[config.mk]
export PLATFORM = sky130hd
export DESIGN_NAME = ahb_arbiter_flat
export DESIGN_NICKNAME = d
export VERILOG_FILES = /design/src/rtl/ahb_arbiter_if.sv /design/src/rtl/ahb_arbiter.sv /design/src/flat_wrapper.sv
export SDC_FILE = /design/constraint.sdc
export NUM_CORES = 1
export LEC_CHECK = 0
export ABC_AREA = 1
export BUFFER_PORTS_ARGS = -buffer_cell sky130_fd_sc_hd__buf_2
export CORE_ASPECT_RATIO = 2
export CORE_MARGIN = 5
export CORE_UTILIZATION = 58
export CTS_CLUSTER_DIAMETER = 50
export DETAILED_ROUTE_END_ITERATION = 16
export MAX_ROUTING_LAYER = met4
export PLACE_DENSITY_LB_ADDON = 0.08
export SLEW_MARGIN = 20
export SYNTH_ARGS = -nofsm -noshare
export SYNTH_HDL_FRONTEND = slang
export SYNTH_SLANG_ARGS = --single-unit
[constraint.sdc]
create_clock -name i_hclk -period 4.1 [get_ports i_hclk]
set_input_delay 0.41 -clock i_hclk [delete_from_list [all_inputs] [get_ports i_hclk]]
set_output_delay 0.41 -clock i_hclk [all_outputs]
set_load 0.02 [all_outputs]
[src/rtl/ahb_arbiter_if.sv]
// Bus-side signals of the AHB arbiter: manager requests, muxed transfer control,
// and the grant/owner outputs consumed by the fabric multiplexers.
interface ahb_arbiter_if #(
  parameter int N_MGR = 4,
  parameter int MW    = $clog2(N_MGR + 1)
);
  logic [N_MGR-1:0] i_hbusreq;
  logic [N_MGR-1:0] i_hsplit;
  logic [1:0]       i_htrans;
  logic [2:0]       i_hburst;
  logic             i_hready;
  logic [1:0]       i_hresp;
  logic [N_MGR-1:0] o_hgrant;
  logic [MW-1:0]    o_hmaster;
  logic [MW-1:0]    o_hmaster_d;
  logic             o_dummy;
  logic [N_MGR-1:0] o_split_mask;

  // Arbiter side
  modport master (
    input  i_hbusreq, i_hsplit, i_htrans, i_hburst, i_hready, i_hresp,
    output o_hgrant, o_hmaster, o_hmaster_d, o_dummy, o_split_mask
  );

  // Fabric / manager side
  modport slave (
    output i_hbusreq, i_hsplit, i_htrans, i_hburst, i_hready, i_hresp,
    input  o_hgrant, o_hmaster, o_hmaster_d, o_dummy, o_split_mask
  );
endinterface

[src/rtl/ahb_arbiter.sv]
// Round-robin AHB arbiter with fixed-burst locking, SPLIT masking and a
// grant -> address owner -> data owner pipeline advanced on HREADY.
module ahb_arbiter #(
  parameter int  N_MGR  = 4,
  parameter int  P_DFLT = 0,
  localparam int MW     = $clog2(N_MGR + 1)
) (
  input  logic          i_hclk,
  input  logic          i_hreset_n,
  ahb_arbiter_if.master bus
);

  localparam logic [1:0] TRANS_IDLE   = 2'd0;
  localparam logic [1:0] TRANS_NONSEQ = 2'd2;
  localparam logic [1:0] TRANS_SEQ    = 2'd3;
  localparam logic [1:0] RESP_OKAY    = 2'd0;
  localparam logic [1:0] RESP_SPLIT   = 2'd2;
  localparam int         PADW         = 2 ** MW;

  localparam logic [MW-1:0]    DUMMY   = MW'(N_MGR);
  localparam logic [MW-1:0]    P_IDX   = MW'(P_DFLT);
  localparam logic [N_MGR-1:0] GNT_RST = N_MGR'(1) << P_DFLT;

  logic [4:0]       rem_q, rem_d;
  logic [MW-1:0]    ptr_q, ptr_d;
  logic [N_MGR-1:0] hgrant_q, hgrant_d;
  logic [MW-1:0]    addr_own_q, addr_own_d;
  logic [MW-1:0]    data_own_q, data_own_d;
  logic [N_MGR-1:0] split_mask_q, split_mask_d;

  logic             acc;
  logic             fixed_burst;
  logic [4:0]       burst_load;
  logic             locked;
  logic [N_MGR-1:0] elig;
  logic [PADW-1:0]  elig_pad;
  logic             rr_found;
  logic [MW-1:0]    rr_idx;
  logic [MW:0]      cand;
  logic             win_valid;
  logic [MW-1:0]    win_idx;
  logic [N_MGR-1:0] win_onehot;
  logic [MW-1:0]    gnt_idx;
  logic             split_set;
  logic [N_MGR-1:0] split_hit;

  assign acc = bus.i_hready & ((bus.i_htrans == TRANS_NONSEQ) | (bus.i_htrans == TRANS_SEQ));

  always_comb begin
    fixed_burst = 1'b1;
    burst_load  = 5'd0;
    case (bus.i_hburst)
      3'd3:    burst_load = 5'd3;
      3'd5:    burst_load = 5'd7;
      3'd7:    burst_load = 5'd15;
      default: fixed_burst = 1'b0;
    endcase
  end

  // Beats still to come of the current fixed burst; an error/split response aborts it.
  always_comb begin
    rem_d = rem_q;
    if (!bus.i_hready) begin
      if (bus.i_hresp != RESP_OKAY) rem_d = 5'd0;
    end else if (acc) begin
      if (bus.i_htrans == TRANS_NONSEQ) rem_d = fixed_burst ? burst_load : 5'd0;
      else if (rem_q != 5'd0)           rem_d = rem_q - 5'd1;
    end else if (bus.i_htrans == TRANS_IDLE) begin
      rem_d = 5'd0;
    end
  end

  // Unlocking at rem==2 lets the grant move on the penultimate beat, so the
  // new owner's NONSEQ follows the last beat with no gap.
  assign locked = (rem_q > 5'd2) | ((bus.i_htrans == TRANS_NONSEQ) & fixed_burst);

  assign elig     = bus.i_hbusreq & ~split_mask_q;
  assign elig_pad = PADW'(elig);

  always_comb begin
    rr_found = 1'b0;
    rr_idx   = P_IDX;
    cand     = '0;
    for (int k = 1; k <= N_MGR; k++) begin
      cand = {1'b0, ptr_q} + (MW+1)'(k);
      if (cand >= (MW+1)'(N_MGR)) cand = cand - (MW+1)'(N_MGR);
      if (!rr_found && elig_pad[cand[MW-1:0]]) begin
        rr_found = 1'b1;
        rr_idx   = cand[MW-1:0];
      end
    end
  end

  assign win_valid = rr_found | ~split_mask_q[P_DFLT];
  assign win_idx   = rr_found ? rr_idx : P_IDX;
  assign split_set = (bus.i_hresp == RESP_SPLIT) & ~bus.i_hready & (data_own_q != DUMMY);

  genvar gi;
  generate
    for (gi = 0; gi < N_MGR; gi++) begin : g_mgr
      assign win_onehot[gi] = win_valid & (win_idx == MW'(gi));
      assign split_hit[gi]  = split_set & (data_own_q == MW'(gi));
    end
  endgenerate

  always_comb begin
    gnt_idx = DUMMY;
    for (int i = 0; i < N_MGR; i++) begin
      if (hgrant_q[i]) gnt_idx = MW'(i);
    end
  end

  // A new SPLIT on a manager wins over a simultaneous resume for the same bit.
  assign split_mask_d = (split_mask_q & ~bus.i_hsplit) | split_hit;

  always_comb begin
    hgrant_d   = hgrant_q;
    ptr_d      = ptr_q;
    addr_own_d = addr_own_q;
    data_own_d = data_own_q;
    if (bus.i_hready) begin
      addr_own_d = gnt_idx;
      data_own_d = addr_own_q;
      if (!locked) begin
        hgrant_d = win_onehot;
        if (rr_found) ptr_d = rr_idx;
      end
    end
  end

  always_ff @(posedge i_hclk or negedge i_hreset_n) begin
    if (!i_hreset_n) begin
      rem_q        <= 5'd0;
      ptr_q        <= P_IDX;
      hgrant_q     <= GNT_RST;
      addr_own_q   <= P_IDX;
      data_own_q   <= P_IDX;
      split_mask_q <= '0;
    end else begin
      rem_q        <= rem_d;
      ptr_q        <= ptr_d;
      hgrant_q     <= hgrant_d;
      addr_own_q   <= addr_own_d;
      data_own_q   <= data_own_d;
      split_mask_q <= split_mask_d;
    end
  end

  assign bus.o_hgrant     = hgrant_q;
  assign bus.o_hmaster    = addr_own_q;
  assign bus.o_hmaster_d  = data_own_q;
  assign bus.o_dummy      = (addr_own_q == DUMMY);
  assign bus.o_split_mask = split_mask_q;

endmodule

[src/flat_wrapper.sv]
// flat-port wrapper written by rule: the top's interface ports become plain ports
module ahb_arbiter_flat 
#(
  parameter int  N_MGR  = 4,
  parameter int  P_DFLT = 0,
  localparam int MW     = $clog2(N_MGR + 1)
)
  (i_hclk, i_hreset_n, bus_i_hbusreq, bus_i_hsplit, bus_i_htrans, bus_i_hburst, bus_i_hready, bus_i_hresp, bus_o_hgrant, bus_o_hmaster, bus_o_hmaster_d, bus_o_dummy, bus_o_split_mask);
  ahb_arbiter_if #(.N_MGR(N_MGR)) bus_i ();
  input  logic i_hclk;
  input  logic i_hreset_n;
  input wire logic [$bits(bus_i.i_hbusreq)-1:0] bus_i_hbusreq;
  input wire logic [$bits(bus_i.i_hsplit)-1:0] bus_i_hsplit;
  input wire logic [$bits(bus_i.i_htrans)-1:0] bus_i_htrans;
  input wire logic [$bits(bus_i.i_hburst)-1:0] bus_i_hburst;
  input wire logic [$bits(bus_i.i_hready)-1:0] bus_i_hready;
  input wire logic [$bits(bus_i.i_hresp)-1:0] bus_i_hresp;
  output wire logic [$bits(bus_i.o_hgrant)-1:0] bus_o_hgrant;
  output wire logic [$bits(bus_i.o_hmaster)-1:0] bus_o_hmaster;
  output wire logic [$bits(bus_i.o_hmaster_d)-1:0] bus_o_hmaster_d;
  output wire logic [$bits(bus_i.o_dummy)-1:0] bus_o_dummy;
  output wire logic [$bits(bus_i.o_split_mask)-1:0] bus_o_split_mask;
  assign bus_i.i_hbusreq = bus_i_hbusreq;
  assign bus_i.i_hsplit = bus_i_hsplit;
  assign bus_i.i_htrans = bus_i_htrans;
  assign bus_i.i_hburst = bus_i_hburst;
  assign bus_i.i_hready = bus_i_hready;
  assign bus_i.i_hresp = bus_i_hresp;
  assign bus_o_hgrant = bus_i.o_hgrant;
  assign bus_o_hmaster = bus_i.o_hmaster;
  assign bus_o_hmaster_d = bus_i.o_hmaster_d;
  assign bus_o_dummy = bus_i.o_dummy;
  assign bus_o_split_mask = bus_i.o_split_mask;
  ahb_arbiter #(.N_MGR(N_MGR), .P_DFLT(P_DFLT)) u_core (.i_hclk(i_hclk), .i_hreset_n(i_hreset_n), .bus(bus_i));
endmodule
==> results of run 1 <==
==> cells in the final DEF, fill, tap and decap left out, types with 2 or more instances in the layout <==
cell type / count
a211oi_1: 2
nand3_2: 11
a21oi_1: 5
inv_1: 22
clkbuf_8: 3
nand3_1: 25
nand2_1: 37
nor2_4: 2
inv_2: 3
nor3_1: 4
nor2_2: 2
xor2_1: 2
o22ai_1: 2
o32ai_1: 3
dfrtp_1: 21
nand4_1: 2
nor2_1: 16
buf_2: 32
nand2_2: 3
ha_1: 5
o21ai_0: 9
==> cell type report <==
class	instances	area share, %
multi-input combinational	141	47.2
sequential	22	31.4
timing repair buffer	32	9.12
inverter	27	6.20
clock buffer	3	2.35
tap	28	2.00
clock inverter	1	1.71
==> cells by family after synthesis <==
| logic type | count (synthesis) | synth area share [%] |
|---|---|---|
| simple gates | 105 | 36.7 |
| compound gates | 29 | 13.1 |
| buf+inv | 29 | 8.24 |
| flops | 22 | 36.7 |
| fa+ha+maj | 5 | 4.16 |
| xor+xnor | 2 | 1.16 |
==> sequential cells by signal (all words and copies together) (netlist names) <==
name	cells
u_core.rem_q	5
u_core.bus.o_split_mask	4
u_core.bus.o_hmaster_d	3
u_core.bus.o_hmaster	3
u_core.ptr_q	3
u_core.bus.o_hgrant	4
==> critical path, stage by stage, from the launching register on <==
cell     delay (ps)
dfrtp_1         670
inv_8            90
ha_1            370
inv_1            90
nand3_1         110
nand2_1          90
nor2_4          160
nand3_2         100
nor2_1          100
nor2_1           50
nand2_1          90
nand3_1          80
nand2_1          70
==> report_power, final <==
group          leakage, nW  internal [mW]  switching (mW)  total (mW)
Sequential           0.276          0.241          0.0195       0.261
Combinational        0.603         0.0469          0.0894       0.136
Clock               0.0357          0.131          0.0746       0.205
==> worst max path at each step <==
stage / start / endpoint / slack, ps
4_1_cts: u_core.ptr_q[0] / u_core.ptr_q[1] / 1970
3_3_place_gp: u_core.ptr_q[0] / u_core.bus.o_hgrant[1] / 2010
6_report: u_core.ptr_q[0] / u_core.bus.o_hgrant[1] / 1970
3_5_place_dp: u_core.ptr_q[0] / u_core.bus.o_hgrant[3] / 1980
5_1_grt: u_core.ptr_q[0] / u_core.bus.o_hgrant[3] / 1750
2_1_floorplan: u_core.ptr_q[0] / u_core.bus.o_hgrant[1] / 2350
==> metrics by stage <==
step | util [%] | hold slack (ps) | setup slack (ps)
finish | 69.2 | 95.2 | 1970
global route | 69.2 | 132 | 1750
CTS | 69.2 | 107 | 1970
detailed placement | 66.4 | 395 | 1980
global placement | 66.4 | 388 | 2010
floorplan | - | 114 | 2350
==> routing by layer <==
layer	share of wire (%)	vias to the layer above	global-route usage [%]
met5	0	-	-
met4	5.1	0	15.7
li1	-	716	-
met1	34	705	24.1
met3	2.6	17	2.19
met2	59	35	48.1
==> metrics.cfg, run 1 <==
[timing]
tightestPinTransition_ps = 512
hold_viol_final = 0
period_needed_ps = 2130
rsz0062_at_grt = no
skew_ps = 1.19
slew_headroom_pct = 65.9
finalSetupViolCount = 0
maxSlewViolCount = 0
fin_crit_sh_pct = 51.9
clock.fmax_ghz = 0.470
fin_setup_tns_ps = 0

[global_route]
grt_pass1_wl_um = 6910
antenna_found_initial = 0
first_global_vias = 1514
grt.overflow.total = 0
grt_max_degree = 23
grt_use_total_pct = 26.1

[synthesis]
yosysMostFrequentCell = nand2_1
ys_ff_latch = 22
synth_area_leaders = dfrtp_1 (35%), nand2_1 (9.2%), nand3_1 (8.3%), nand3_2 (7.3%), inv_1 (5.5%)
synth_flop_cell = dfrtp_1
yosysWarnings = 0
synth_edf_count = 0
async_flop_share_pct = 100
syn_inst = 192
synth_area_mm2 = 0.00150
synth.net_count = 215
syn-mean-instance-area_um2 = 7.83
synth_common_cells = nand2_1 (37), nand3_1 (25), inv_1 (22)
ys_types = 35
synth_area_leader_cell = dfrtp_1
synth_top_cell_area_share_pct = 34.9
ys_seq_area_share_pct = 36.7

[hold_path]
hp-class = primary input to asynchronous set/reset pin

[worst_setup_path]
reg2reg_depth = 12
critPathArrivalTime_ps = 2340
path_max_fanout = 11
criticalPathCategory = register to register
required_ps = 4310
start_kind = register
end_kind = register
regToRegSetupSlack_ps = 1970
r2r_end = u_core.bus.o_hgrant[1]
r2r-start = u_core.ptr_q[0]

[final_layout]
drive_above_1_share_pct = 28.3
seq_area_um2 = 552
final_nets = 250
num_antenna_cells = 0
fin_cells = 254
multi_input_area_um2 = 828
syn_to_final_growth_pct = 16.7
nFillCells = 224
design_area_mm2 = 0.00176

[route]
ant_nets = 0
via_per_inst = 5.80
first_pass_iters = 4
drt_iter0_markers = 48
vias = 1473
drc_errors = 0
postRouteWirelength_um = 4060
post_drt_wl_per_cell_um = 16.0

[placement]
place_area_mm2 = 0.00168
portBuffers = 32
gp_congestion = 0.936
numPlacedInstances = 250
dpl.hpwl_um = 3320

[clocking]
postCtsHoldBufs = 0
cts-resized-gates = 0
post_cts_buffers = 0
clk_pin_slew_ps = 80
cts_buffers = 3
cts.sinks = 22
cts_root_buf = clkbuf_8
cts_tree = yes
htreeDepth = 1
clk_latency_ps = 270
cts_buffer_depth = 2

[run_status]
status = complete, no violations

[power_and_ir_drop]
p_total_uw = 602
p_leak_nw = 0.914
cellPowerDensity_mw_per_mm2 = 343
vdd_drop_max_uv = 375

[floorplan]
ios = 33
die_y_um = 82.0
core.rowCount = 26
start_util_pct = 59.3
die_x_um = 46.0
coreArea_mm2 = 0.00254
dieArea_mm2 = 0.00377

[flow_run]
maxCapViolations = 0

(Power assumes the default switching activity.)
==> run 2: changes to the inputs <==
--- a/config.mk
+++ b/config.mk
@@ -5,11 +5,11 @@
 export SDC_FILE = /design/constraint.sdc
 export NUM_CORES = 1
 export LEC_CHECK = 0
-export ABC_AREA = 1
+export ABC_AREA = 0
 export BUFFER_PORTS_ARGS = -buffer_cell sky130_fd_sc_hd__buf_2
 export CORE_ASPECT_RATIO = 2
 export CORE_MARGIN = 5
-export CORE_UTILIZATION = 58
+export CORE_UTILIZATION = 48
 export CTS_CLUSTER_DIAMETER = 50
 export DETAILED_ROUTE_END_ITERATION = 16
 export MAX_ROUTING_LAYER = met4
==> constraint.sdc (replaced) <==
create_clock -name i_hclk -period 1.9 [get_ports i_hclk]
set_input_delay 0.19 -clock i_hclk [delete_from_list [all_inputs] [get_ports i_hclk]]
set_output_delay 0.19 -clock i_hclk [all_outputs]
set_load 0.02 [all_outputs]
==> run 2 against run 1 <==
The run now ends with setup timing left. Wire length hardly changed. Register-to-register slack got worse by 2200 ps. Sequential share of layout area down 3.5 points. Critical path depth down 6. Die area is 11% higher. Cell count fell by 7.1%. Combinational power grew to 14 times the previous value. Utilization shrank 0.42 points. Area after synthesis is 6.2% lower. Critical path type unchanged. Largest cell class unchanged.
==> metrics.cfg, run 2 <==
[worst_setup_path]
criticalPathCategory = register to register
critPathArrivalTime_ps = 2260  ; -80 ps
path_delay_family = compound AO/OA/AOI/OAI gates
crit_path_cell_trace = or3b_4 -> a221oi_4 -> a21o_1 -> o311a_1 -> o22ai_4 -> a22o_1
end_kind = register
slowest_delay_ps = 490  ; -180 ps
cpMaxStageDelayCell = dfrtp_2
start_kind = register
path_max_fanout = 6  ; -5
crit_buf_inv = 0  ; -2
required_ps = 2060  ; -2250 ps

[synthesis]
yosysMostFrequentCell = dfrtp_1
ys_ff_latch = 22  ; unchanged
synth_area_leader_cell = dfrtp_1
syn-mean-instance-area_um2 = 9.67  ; +23%
synth_flop_cell = dfrtp_1
synth_edf_count = 0  ; unchanged
synth_area_leaders = dfrtp_1 (37%), ha_1 (4.4%), nand2b_1 (3.5%), inv_1 (3.5%), a21oi_1 (2.8%)
synth_top_cell_area_share_pct = 37.2  ; +2.3 points
ys_seq_area_share_pct = 39.1  ; +2.4 points
synth_area_mm2 = 0.00141  ; -6.2%
synth_common_cells = dfrtp_1 (21), inv_1 (13), a21oi_1 (8), nand2_1 (8), nand2b_1 (8)
syn_inst = 146  ; -24%
async_flop_share_pct = 100  ; unchanged
ys_types = 48  ; +37%
synth.net_count = 169  ; -21%
yosysWarnings = 0  ; unchanged

[final_layout]
design_area_mm2 = 0.00200  ; +14%
layout_common_cells = buf_2 (32), buf_4 (23), dfrtp_1 (16)
seq_area_um2 = 558  ; +1.1%
multi_input_area_um2 = 910  ; +9.8%
num_antenna_cells = 0  ; unchanged
final_common_cell = buf_2
fin_cells = 236  ; -7.1%
largest_reg_flops = 5  ; unchanged
regMostFlops = u_core.rem_q
syn_to_final_growth_pct = 41.7
nFillCells = 241  ; +7.6%
final_nets = 230  ; -8.0%
drive_above_1_share_pct = 45.6  ; +17 points

[route]
drc_errors = 0  ; unchanged
ant_nets = 0  ; unchanged
first_pass_iters = 4  ; unchanged
postRouteWirelength_um = 4060  ; about the same
vias = 1378  ; -6.4%
via_per_inst = 5.84  ; +0.69%
post_drt_wl_per_cell_um = 17.2  ; +7.7%
drt_iter0_markers = 65  ; +35%

[clocking]
cts_buffers = 3  ; unchanged
cts_buffer_depth = 2  ; unchanged
clk_pin_slew_ps = 90  ; about the same
htreeDepth = 1  ; unchanged
clk_latency_ps = 270  ; about the same
cts_root_buf = clkbuf_8
cts.sinks = 22  ; unchanged
cts_tree = yes

[global_route]
grt_pass1_wl_um = 6380  ; -7.8%
grt_max_degree = 23  ; unchanged
grtUsageMet2_pct = 40.7  ; -7.4 points
grt_use_met1_pct = 16.7  ; -7.4 points
antenna_found_initial = 0  ; unchanged
busiest_layer = met2
grt.overflow.total = 0  ; unchanged
first_global_vias = 1432  ; -5.4%
grt_use_total_pct = 20.4  ; -5.7 points
grt_util_met3_pct = 1.38  ; -0.82 points

[timing]
maxSlewViolCount = 0  ; unchanged
rsz0062_at_grt = yes
slew_headroom_pct = 61.5  ; -4.3 points
clock.fmax_ghz = 0.475  ; +1.1%
setup_slack_ps = -207  ; -2180 ps
skew_ps = 8.18  ; +6.98 ps
hold_viol_final = 0  ; unchanged
finalSetupViolCount = 7  ; +7
period_needed_ps = 2110  ; -23.1 ps
fin_crit_sh_pct = 111  ; +59 points
whs_ps = 91.2  ; -4.01 ps
tightestPinTransition_ps = 569  ; +57.2 ps

[placement]
portBuffers = 32  ; unchanged
dp_slack_ps = -192  ; -2170 ps
dpl.hpwl_um = 3190  ; -3.7%
place_area_mm2 = 0.00175  ; +4.2%
gp_congestion = 0.954  ; +1.9%
numPlacedInstances = 221  ; -12%

[run_status]
status = complete, but fails checks
violations = setup timing

[power_and_ir_drop]
p_leak_nw = 0.948  ; +3.7%
cellPowerDensity_mw_per_mm2 = 1560  ; +350%
vdd_drop_max_uv = 871  ; +130%
p_total_mw = 3.11  ; +420%

[flow_run]
maxCapViolations = 0  ; unchanged

[hold_path]
hp-class = primary input to register

[floorplan]
start_util_pct = 48.5  ; -11 points
die_x_um = 48.3  ; +5.1%
coreArea_mm2 = 0.00291  ; +15%
die_y_um = 86.7  ; +5.7%
ios = 33  ; unchanged
dieArea_mm2 = 0.00419  ; +11%
core.rowCount = 28  ; +7.7%

==> run 2: cell types whose count changed after synthesis, moves of 8 or more <==
| cell | previous run | this run |
|---|---|---|
| nor2_1 | 16 | 7 |
| inv_1 | 22 | 13 |
| nand2_1 | 37 | 8 |
| nand2b_1 | 0 | 8 |
| nand3_1 | 25 | 3 |
| nand3_2 | 11 | 0 |
==> run 2: routing by layer <==
metal,up-vias,routed length [µm],part of all wire [%]
li1,667,-,-
met1,647,1290,32
met2,45,2410,59
met3,19,118,2.9
met4,0,240,5.9
met5,-,0,0
==> run 2: through the flow <==
step	setup TNS, ps	util (%)
2_1_floorplan	0	-
3_3_place_gp	-752	60.3
3_5_place_dp	-886	60.3
4_1_cts	-822	64.8
5_1_grt	-1630	68.8
6_report	-1140	68.8
==> run 2: logic make-up after synthesis <==
group	share of synthesized area (%)
AO/OA/AOI/OAI	25.4
flip-flops	39.1
multiplexers	8.07
buffers and inverters	4.79
AND/OR/NAND/NOR	18.3
adder cells (fa/ha/maj)	4.43
==> run 2: final cells by class <==
class                           count  share of cell area, %
Timing Repair Buffer               58                   18.3
Clock inverter                      1                   1.50
Sequential cell                    22                   27.9
Tap cell                           30                   1.88
Inverter                           14                   2.88
Clock buffer                        3                   2.07
Multi-Input combinational cell    108                   45.5
==> run 2: path summary, 6_finish.rpt <==
kind / slack [ps] / depth (start not counted) / endpoint / startpoint
worst max-delay path: -210 / 6 / u_core.bus.o_hgrant[3] / u_core.ptr_q[0]
worst max register to register: -210 / 6 / u_core.bus.o_hgrant[3] / u_core.ptr_q[0]
min in group asynchronous: 440 / 2 / u_core.rem_q[3] / i_hreset_n
worst min register to register: 510 / 1 / u_core.bus.o_split_mask[0] / u_core.bus.o_hmaster_d[0]
worst min-delay path: 90 / 2 / u_core.bus.o_split_mask[2] / bus_i_hsplit[2]
max in group asynchronous: 1090 / 2 / u_core.bus.o_split_mask[2] / i_hreset_n
==> run 2: repair_timing <==
item | in CTS | in global routing
pin swaps | 11 | 6
endpoints found under the setup margin | 7 | 7
setup buffers | 2 | 8
hold endpoints to repair | 21 | 0
hold buffers | 1 | 0
gates resized for setup | 7 | 12
==> run 2: where the power goes <==
part / leakage (nW) / switching (mW) / total (mW) / internal [mW]
clock network: 0.0357 / 0.163 / 0.445 / 0.282
registers: 0.274 / 0.161 / 0.771 / 0.610
logic: 0.638 / 0.938 / 1.90 / 0.959
